### src/rtl/horner_seq_pkg.sv
// Shared types, default parameters and elaboration helpers for the Horner sequencer.
package horner_seq_pkg;

   typedef enum logic [2:0] {
      ST_IDLE  = 3'd0,
      ST_ISSUE = 3'd1,
      ST_GAP   = 3'd2,
      ST_DRAIN = 3'd3,
      ST_DONE  = 3'd4
   } state_t;

   localparam int DEF_NUM_CH    = 32;
   localparam int DEF_BATCH_CH  = 16;
   localparam int DEF_ORDER     = 10;
   localparam int DEF_PIPE_LAT  = 37;
   localparam int DEF_BATCH_GAP = 16;

   // $clog2 that never collapses to a zero-width vector
   function automatic int clog2_min1(input int v);
      return (v <= 1) ? 1 : $clog2(v);
   endfunction

   function automatic bit cfg_ok(input int num_ch, input int batch_ch, input int pipe_lat);
      return (batch_ch >= 1) && (num_ch >= batch_ch) && ((num_ch % batch_ch) == 0) && (pipe_lat >= 1);
   endfunction

   localparam int CH_W    = clog2_min1(DEF_NUM_CH);
   localparam int COEFF_W = clog2_min1(DEF_ORDER + 1);
   localparam int ITER_W  = clog2_min1(DEF_ORDER + 1);
   localparam int SLOT_W  = clog2_min1(DEF_BATCH_CH);
   localparam int BATCH_W = clog2_min1(DEF_NUM_CH / DEF_BATCH_CH);

endpackage

### src/rtl/horner_wb_delay.sv
// Writeback delay line: carries {valid, channel} PIPE_LAT stages, then emits a registered one-hot enable.
module horner_wb_delay
   import horner_seq_pkg::*;
#(
   parameter int NUM_CH   = DEF_NUM_CH,
   parameter int PIPE_LAT = DEF_PIPE_LAT,
   parameter int CH_BITS  = CH_W
) (
   input  logic               i_clk,
   input  logic               i_rst_n,
   input  logic               i_flush,
   input  logic               i_push,
   input  logic [CH_BITS-1:0] i_push_ch,
   output logic               o_empty,
   output logic [NUM_CH-1:0]  o_en,
   output logic               o_en_any
);

   logic [PIPE_LAT-1:0] r_vld;
   logic [CH_BITS-1:0]  r_ch [PIPE_LAT];
   logic [NUM_CH-1:0]   r_en;
   logic                r_en_any;
   logic [NUM_CH-1:0]   w_dec;
   logic                w_empty;

   // Empty means nothing is left once the tail stage retires on the next edge
   always_comb begin
      w_empty = ~i_push;
      for (int i = 0; i < PIPE_LAT - 1; i++) begin
         w_empty = w_empty & ~r_vld[i];
      end
      for (int i = 0; i < NUM_CH; i++) begin
         w_dec[i] = r_vld[PIPE_LAT-1] && (r_ch[PIPE_LAT-1] == CH_BITS'(i));
      end
   end

   // Shift the delay line and register the decoded enable; flush drops everything in flight
   always_ff @(posedge i_clk or negedge i_rst_n) begin
      if (!i_rst_n) begin
         r_vld    <= '0;
         r_en     <= '0;
         r_en_any <= 1'b0;
         for (int i = 0; i < PIPE_LAT; i++) r_ch[i] <= '0;
      end else if (i_flush) begin
         r_vld    <= '0;
         r_en     <= '0;
         r_en_any <= 1'b0;
         for (int i = 0; i < PIPE_LAT; i++) r_ch[i] <= '0;
      end else begin
         r_vld[0] <= i_push;
         r_ch[0]  <= i_push ? i_push_ch : '0;
         for (int i = 1; i < PIPE_LAT; i++) begin
            r_vld[i] <= r_vld[i-1];
            r_ch[i]  <= r_ch[i-1];
         end
         r_en     <= w_dec;
         r_en_any <= r_vld[PIPE_LAT-1];
      end
   end

   assign o_empty  = w_empty;
   assign o_en     = r_en;
   assign o_en_any = r_en_any;

endmodule

### src/rtl/horner_seq_ctrl.sv
// Batched Horner-evaluation scheduler driving a shared pipelined MAC datapath.
// Optional macro HORNER_SEQ_RESTART_EN: srdyi while busy aborts and restarts the job.
module horner_seq_ctrl
   import horner_seq_pkg::*;
#(
   parameter int NUM_CH    = DEF_NUM_CH,
   parameter int BATCH_CH  = DEF_BATCH_CH,
   parameter int ORDER     = DEF_ORDER,
   parameter int PIPE_LAT  = DEF_PIPE_LAT,
   parameter int BATCH_GAP = DEF_BATCH_GAP
) (
   input  logic                                clk,
   input  logic                                GlobalReset_n,
   input  logic                                srdyi,
   output logic                                busy,
   output logic                                issue_valid,
   output logic [clog2_min1(NUM_CH)-1:0]       channel_select,
   output logic [clog2_min1(ORDER+1)-1:0]      coeff_sel,
   output logic                                sum_rst,
   output logic                                sum_en,
   output logic [NUM_CH-1:0]                   enableRegControl,
   output logic                                srdyo
);

   localparam int NB        = NUM_CH / BATCH_CH;
   localparam int L_CH_W    = clog2_min1(NUM_CH);
   localparam int L_ITER_W  = clog2_min1(ORDER + 1);
   localparam int L_SLOT_W  = clog2_min1(BATCH_CH);
   localparam int L_BATCH_W = clog2_min1(NB);
   localparam int L_GAP_W   = clog2_min1(BATCH_GAP);

   localparam logic [L_SLOT_W-1:0]  SLOT_LAST  = L_SLOT_W'(BATCH_CH - 1);
   localparam logic [L_ITER_W-1:0]  ITER_LAST  = L_ITER_W'(ORDER);
   localparam logic [L_BATCH_W-1:0] BATCH_LAST = L_BATCH_W'(NB - 1);
   localparam logic [L_GAP_W-1:0]   GAP_LAST   = L_GAP_W'(BATCH_GAP - 1);

   if (!cfg_ok(NUM_CH, BATCH_CH, PIPE_LAT)) begin : g_cfg_err
      $error("horner_seq_ctrl: NUM_CH must be a multiple of BATCH_CH and PIPE_LAT >= 1");
   end

   state_t                 r_state;
   logic [L_SLOT_W-1:0]    r_slot;
   logic [L_ITER_W-1:0]    r_iter;
   logic [L_BATCH_W-1:0]   r_batch;
   logic [L_GAP_W-1:0]     r_gap;
   logic                   r_busy;
   logic                   r_issue_valid;
   logic [L_CH_W-1:0]      r_ch_sel;
   logic [L_ITER_W-1:0]    r_coeff_sel;
   logic                   r_sum_rst;
   logic                   r_srdyo;

   logic                   w_idle;
   logic                   w_abort;
   logic                   w_start;
   logic                   w_issue;
   logic                   w_push;
   logic                   w_first;
   logic                   w_empty;
   logic [L_CH_W-1:0]      w_chan;
   logic [L_ITER_W-1:0]    w_coeff;
   logic [NUM_CH-1:0]      w_en;
   logic                   w_en_any;

   // Accept/abort decode plus the channel, coefficient and writeback push of the current slot
   always_comb begin
      w_idle  = (r_state == ST_IDLE) || (r_state == ST_DONE);
`ifdef HORNER_SEQ_RESTART_EN
      w_abort = srdyi && !w_idle;
`else
      w_abort = 1'b0;
`endif
      w_start = srdyi && (w_idle || w_abort);
      w_issue = (r_state == ST_ISSUE) && !w_abort;
      w_push  = w_issue && (r_iter == ITER_LAST);
      w_first = w_issue && (r_batch == '0) && (r_iter == '0) && (r_slot == '0);
      w_chan  = L_CH_W'(L_CH_W'(r_batch) * L_CH_W'(BATCH_CH)) + L_CH_W'(r_slot);
      w_coeff = ITER_LAST - r_iter;
   end

   // Sequencer FSM; outputs are registered from the state held before each edge
   always_ff @(posedge clk or negedge GlobalReset_n) begin
      if (!GlobalReset_n) begin
         r_state       <= ST_IDLE;
         r_slot        <= '0;
         r_iter        <= '0;
         r_batch       <= '0;
         r_gap         <= '0;
         r_busy        <= 1'b0;
         r_issue_valid <= 1'b0;
         r_ch_sel      <= '0;
         r_coeff_sel   <= '0;
         r_sum_rst     <= 1'b0;
         r_srdyo       <= 1'b0;
      end else begin
         r_busy        <= (r_state == ST_ISSUE) || (r_state == ST_GAP) || (r_state == ST_DRAIN);
         r_issue_valid <= w_issue;
         r_ch_sel      <= w_issue ? w_chan : '0;
         r_coeff_sel   <= w_issue ? w_coeff : '0;
         r_sum_rst     <= w_first;
         r_srdyo       <= (r_state == ST_DONE);

         if (w_start) begin
            r_state <= ST_ISSUE;
            r_slot  <= '0;
            r_iter  <= '0;
            r_batch <= '0;
            r_gap   <= '0;
         end else begin
            case (r_state)
               ST_IDLE: begin
                  r_state <= ST_IDLE;
               end
               ST_ISSUE: begin
                  if (r_slot == SLOT_LAST) begin
                     r_slot <= '0;
                     if (r_iter == ITER_LAST) begin
                        r_iter <= '0;
                        if (r_batch == BATCH_LAST) begin
                           r_batch <= '0;
                           r_state <= ST_DRAIN;
                        end else begin
                           r_batch <= r_batch + L_BATCH_W'(1);
                           r_state <= (BATCH_GAP == 0) ? ST_ISSUE : ST_GAP;
                        end
                     end else begin
                        r_iter <= r_iter + L_ITER_W'(1);
                     end
                  end else begin
                     r_slot <= r_slot + L_SLOT_W'(1);
                  end
               end
               ST_GAP: begin
                  if (r_gap == GAP_LAST) begin
                     r_gap   <= '0;
                     r_state <= ST_ISSUE;
                  end else begin
                     r_gap <= r_gap + L_GAP_W'(1);
                  end
               end
               ST_DRAIN: begin
                  if (w_empty) r_state <= ST_DONE;
               end
               ST_DONE: begin
                  r_state <= ST_IDLE;
               end
               default: begin
                  r_state <= ST_IDLE;
               end
            endcase
         end
      end
   end

   horner_wb_delay #(
      .NUM_CH   (NUM_CH),
      .PIPE_LAT (PIPE_LAT),
      .CH_BITS  (L_CH_W)
   ) u_wb_delay (
      .i_clk     (clk),
      .i_rst_n   (GlobalReset_n),
      .i_flush   (w_abort),
      .i_push    (w_push),
      .i_push_ch (w_chan),
      .o_empty   (w_empty),
      .o_en      (w_en),
      .o_en_any  (w_en_any)
   );

   assign busy             = r_busy;
   assign issue_valid      = r_issue_valid;
   assign channel_select   = r_ch_sel;
   assign coeff_sel        = r_coeff_sel;
   assign sum_rst          = r_sum_rst;
   assign sum_en           = w_en_any;
   assign enableRegControl = w_en;
   assign srdyo            = r_srdyo;

endmodule

### config.mk
export PLATFORM = sky130hd
export DESIGN_NAME = horner_seq_ctrl
export DESIGN_NICKNAME = d
export VERILOG_FILES = /design/src/rtl/horner_seq_pkg.sv /design/src/rtl/horner_wb_delay.sv /design/src/rtl/horner_seq_ctrl.sv
export SDC_FILE = /design/constraint.sdc
export NUM_CORES = 1
export LEC_CHECK = 0
export CAP_MARGIN = 20
export CELL_PAD_IN_SITES_DETAIL_PLACEMENT = 2
export CELL_PAD_IN_SITES_GLOBAL_PLACEMENT = 2
export CORE_UTILIZATION = 43
export CTS_CLUSTER_DIAMETER = 50
export CTS_CLUSTER_SIZE = 28
export DETAILED_ROUTE_END_ITERATION = 10
export GPL_TIMING_DRIVEN = 0
export PLACE_DENSITY = 0.8
export RECOVER_POWER = 50
export SKIP_CTS_REPAIR_TIMING = 1
export SLEW_MARGIN = 10
export SYNTH_ARGS = -nofsm -noshare
export SYNTH_HDL_FRONTEND = slang
export SYNTH_SLANG_ARGS = --single-unit
### constraint.sdc
create_clock -name clk -period 1.9 [get_ports clk]
set_clock_uncertainty 0.15 [all_clocks]
set_input_delay 0.475 -clock clk [delete_from_list [all_inputs] [get_ports clk]]
set_output_delay 0.475 -clock clk [all_outputs]
set_load 0.005 [all_outputs]
# Word level (Yosys, flattened, before mapping)
# Cells that the tools add are included.
# Widths: inputs -> output; s select.
[totals] reg_bits=284 out_inout_bits=46 elab_cells=249
[op_classes] add_sub_neg=6 n_eq_ne=42 mux=25 bitwise_logic=74 n_reduce_logical=51
[ops] op="$eq 5x5->1 const B" count=16
[ops] op="$mux 4" count=11
[ops] op="$eq 5x4->1 const B" count=8
[ops] op="$not 1->1" count=38
[ops] op="$logic_and 1x1->1" count=37
[ops] op="$and 1x1->1" count=36
[ops] op="$eq 5x3->1 const B" count=4
[ops] op="$mux 3" count=5
[ops] op="$add 4x1->4 const B" count=3
[ops] op="$eq 4x4->1 const B" count=3
[ops] op="$ne 3x2->1 const B" count=4
[ops] op="$eq 5x2->1 const B" count=2
[ops] op="$mux 5" count=2
[ops] op="$pmux 3 s3" count=1
[ops] op="$logic_not 4->1" count=2
[ops] op="$reduce_bool 2->1" count=4
[ops] op="$eq 3x2->1 const B" count=2
[ops] op="$mux 1" count=6
[ops] op="$add 5x4->5" count=1
[ops] op="$eq 5x1->1 const B" count=1
[ops] op="$logic_not 5->1" count=1
[ops] op="$reduce_and 4->1" count=1
[ops] op="$sub 4x4->4 const A" count=1
[ops] op="$eq 3x1->1 const B" count=1
[ops] op="6 further kinds" count=8

# Longest topological paths before layout
[logic_depth] ltp_word=42 ltp_mapped=6

# Cells and area by module
# A second synthesis with hierarchy kept.
[hier_totals] hier_cells=697 hier_area_um2=9582.9
[by_module_without_submodules] mod="horner_wb_delay" instances=1 cells_each=568 area_per_inst_um2=8210.4 seq_area_each_um2=6381.1
[by_module_without_submodules] mod="horner_seq_ctrl" instances=1 cells_each=129 area_per_inst_um2=1372.6 seq_area_each_um2=725.7

# Worst setup path after synthesis
# Ideal clock, no wire load.
[synth_path] path_type="flip-flop to flip-flop" startpoint="reg r_slot[0]" endpoint="reg r_iter[3]" arrival_time_ps=1456 required_time_ps=1629 setup_slack_ps=173 path_stages_with_launch=6 path_cell_list="dfrtp_1 -> ha_1 -> and3_1 -> a21oi_1 -> o21ai_1 -> a22o_1"
[synth_between] elab_chain_len=3
[synth_lines] element="from (decl)" line="horner_seq_ctrl.sv:42" source="logic [L_SLOT_W-1:0] r_slot;"
[synth_lines] element="from (signal assigned)" line="horner_seq_ctrl.sv:130" source="r_slot <= r_slot + L_SLOT_W'(1);"
[synth_lines] element="$eq 4x4->1" line="horner_seq_ctrl.sv:115" source="if (r_slot == SLOT_LAST) begin"
[synth_lines] element="$reduce_bool 2->1 (no line)"
[synth_lines] element="$reduce_and 2->1 (no line)"
[synth_lines] element="to (signal assigned)" line="horner_seq_ctrl.sv:127" source="r_iter <= r_iter + L_ITER_W'(1);"
[synth_lines] element="to (decl)" line="horner_seq_ctrl.sv:43" source="logic [L_ITER_W-1:0] r_iter;"
# Every way passes these cells.
# A chain may end at the register's enable or synchronous reset.

# Worst setup path in the final report
[layout_path] startpoint="reg r_iter[0]" endpoint="reg r_batch"
[layout_between] elab_chain_len=3
[layout_lines] element="$eq 4x4->1" line="horner_seq_ctrl.sv:117" source="if (r_iter == ITER_LAST) begin"
[layout_lines] element="$reduce_bool 2->1 (no line)"
[layout_lines] element="$reduce_and 3->1 (no line)"
[layout_lines] element="to (signal assigned)" line="horner_seq_ctrl.sv:123" source="r_batch <= r_batch + L_BATCH_W'(1);"
[layout_lines] element="to (decl)" line="horner_seq_ctrl.sv:44" source="logic [L_BATCH_W-1:0] r_batch;"
# Every way passes these cells.

==> flow_summary.toml <==
[outcome]
outcome = "finished with violations"
violations = "DRC, hold timing"

[synthesis]
yosys_most_used_dff = "dfrtp_1"
synth_area_um2 = 8040
yosysWarnings = 0
syn_nets = 461
yosysUniqueCellTypes = 38
synth.largest_area_cell = "dfrtp_1"
ys_async_sr_fraction_pct = 100
synth_area_per_cell_um2 = 17.8
synthesis.instances = 452
synth-edff-count = 0
synth_top_area_share_pct = 88.4
synthTopCellsByArea = "dfrtp_1 (88%), nor2_1 (2.1%), ha_1 (0.93%)"
yosysSeqAreaShare_pct = 88.4
ys_ff_latch = 284

[clock_network]
clock_sink_count = 284
cts_inserted_buffers = 25
clk_pin_slew_ps = 80
worstSkewPairLatency_ps = 540
htreeDepth = 1
clk_path_buf_depth = 3
cts-root-buf = "clkbuf_16"
tritoncts = "yes"

[finish]
final_util_pct = 55.1
antenna_cells = 0
drive_gt1_share_pct = 14.6
nets = 544
area_growth_pct = 24.3

[die]
num_rows = 49
die_height_um = 139
core_um2 = 18100
ioPinCount = 49
fp.dieArea_um2 = 19300
start_util_pct = 44.3
chipWidth_um = 139

[pwr]
leakage_nw = 5.66
power_density_nw_per_um2 = 1160
power.total_mw = 11.6
peakVddDrop_mv = 0.890

[setup_path]
critPathArrivalTime_ps = 2150
path_class = "register to register"
worst_setup_path_end_kind = "register"
crit_path_start_kind = "register"
worstPathMaxFanout = 5
worstPathRequired_ps = 2150

[route]
drc = 8
antenna_left = 0
drt_wl_total_um = 15000
highest_layer = "met4"
dr_wl_met3_um = 657
drtIter0Drc = 121
vias_per_cell = 4.83
drtPass1Iterations = 8
wl_met2_um = 8150
wl_per_cell_um = 19.2
vias = 3785
wl_met1_um = 5760

[sta]
fmax_mhz = 527
finalSetupViolations = 0
maxSlewHeadroom_pct = 63.1
drv_slew = 0
finalCritPeriodShare_pct = 99.8
tightest_slew_ps = 554
setup_ws_ps = 3.63
hold_viol_final = 72
finalSetupTns_ps = 0
fin_crit_ps = 1900
holdWs_ps = -272
rsz0062_at_grt = "yes"

[placement]
port_buffers = 48
routabilityCongestion = 0.745
dpl.hpwl_um = 8690
place_ws_ps = -325

[global_routing]
grt_max_degree = 110
grt_pass1_wl_um = 25300
overflow = 0
antenna_found_initial = 0
grt_usage_pct = 16.9
grt_pass1_vias = 4501

[worst_hold_path]
hp-class = "input pin to async pin"

[run]
drv_cap = 0
## cell families (layout without fill, tap and decap cells)
kind of cell / Yosys count / count (layout) / synth area share [%]
and+or+nand+nor: 117 / 117 / 7.39
adders and majority gates: 6 / 6 / 0.933
DFF: 284 / 284 / 88.4
xor gates and xnor gates: 2 / 2 / 0.218
buffers and inverters: 13 / 115 / 0.747
AOI/OAI and AO/OA: 30 / 30 / 2.35
## layout by cell type (no fill, tap or decap), types with 2 or more instances in the layout
cell type	n
clkbuf_1	3
buf_16	2
nor2_4	2
inv_16	2
a21oi_1	5
dfrtp_2	4
inv_12	4
nor3_1	2
or3b_2	2
and2b_1	2
dfrtp_1	280
ha_1	5
inv_1	6
xnor2_1	2
a22o_1	3
nand2_1	19
nand4_1	5
o21ai_1	5
dlymetal6s2s_1	46
inv_2	2
nor2b_1	4
o211ai_1	2
or2_2	2
clkbuf_16	25
o21ai_0	7
nand3_1	9
nor2_1	45
nor3b_2	2
nor4_1	9
inv_6	3
clkinv_8	7
inv_8	3
buf_4	7
nand2b_1	2
and2_1	6
## area by class of cell
| class | instances | area (um^2) |
|---|---|---|
| tap | 229 | 287 |
| sequential | 284 | 7110 |
| inverter | 8 | 30.0 |
| clock buffer | 25 | 626 |
| fill | 1551 | 8150 |
| timing repair buffer | 56 | 701 |
| buffer | 5 | 30.0 |
| clock inverter | 21 | 295 |
| multi-input combinational | 155 | 920 |
## worst paths after layout
kind | start | end | slack (ps) | depth (start not counted)
worst max-delay path | r_iter[0]$_DFFE_PN0P_ | r_batch$_DFFE_PN0P_ | 4 | 7
worst max register to register | r_iter[0]$_DFFE_PN0P_ | r_batch$_DFFE_PN0P_ | 4 | 7
worst min register to register | u_wb_delay.r_ch[106]$_DFF_PN0_ | u_wb_delay.r_ch[101]$_DFF_PN0_ | 200 | 0
worst min-delay path | GlobalReset_n | u_wb_delay.r_ch[10]$_DFF_PN0_ | -270 | 1
min in group clk | u_wb_delay.r_ch[106]$_DFF_PN0_ | u_wb_delay.r_ch[101]$_DFF_PN0_ | 200 | 0
max in group asynchronous | GlobalReset_n | r_state[1]$_DFFE_PN0P_ | 460 | 3
## registers in the layout, indices dropped and copies added (netlist names), 3 cells and up
name / flops
u_wb_delay.r_ch: 185
r_state: 3
r_gap: 4
r_slot: 4
coeff_sel: 4
u_wb_delay.r_vld: 37
u_wb_delay.o_en: 32
channel_select: 5
r_iter: 4
## layer usage
metal / vias up / track usage, %
met2: 97 / 31.3
met4: 0 / 5.15
met5: - / 0
li1: 1647 / -
met1: 2000 / 19.8
met3: 41 / 3.25
## Yosys cell counts (2+ instances only)
master    instances
o211ai_1          2
xnor2_1           2
or3b_2            2
nor2_4            2
and2_1            6
nand2_1          19
nand4_1           5
dfrtp_1         284
nand2b_1          2
nand3_1           9
nor2_1           45
nor3_1            2
o21ai_0           8
nor4_1           10
nor3b_1           2
inv_1             7
a22o_1            3
a21oi_1           7
or2_2             2
nor2b_1           4
ha_1              6
o21ai_1           4
and2b_1           2
clkbuf_1          3
## worst max-delay path, cell delays in order, from the launching register on
cell and delay [ps]:
dfrtp_2 460, inv_2 80, ha_1 140, nand3b_1 230, buf_4 240, nor3_2 200
xnor2_1 180, nor2_1 90
## power by group
group / internal [mW] / leakage, nW / switching [mW]
sequential: 6.04 / 3.87 / 0.00510
clock: 2.70 / 0.441 / 2.68
combinational: 0.0243 / 1.34 / 0.117
## metrics by stage
stage | cell area, um^2 | instances
after floorplan | 8040 | 452
after detailed placement | 8870 | 731
after CTS | 9790 | 777
final | 10000 | 783
after global placement | 8810 | 729
after global routing | 10000 | 783
(Power assumes the default switching activity.)
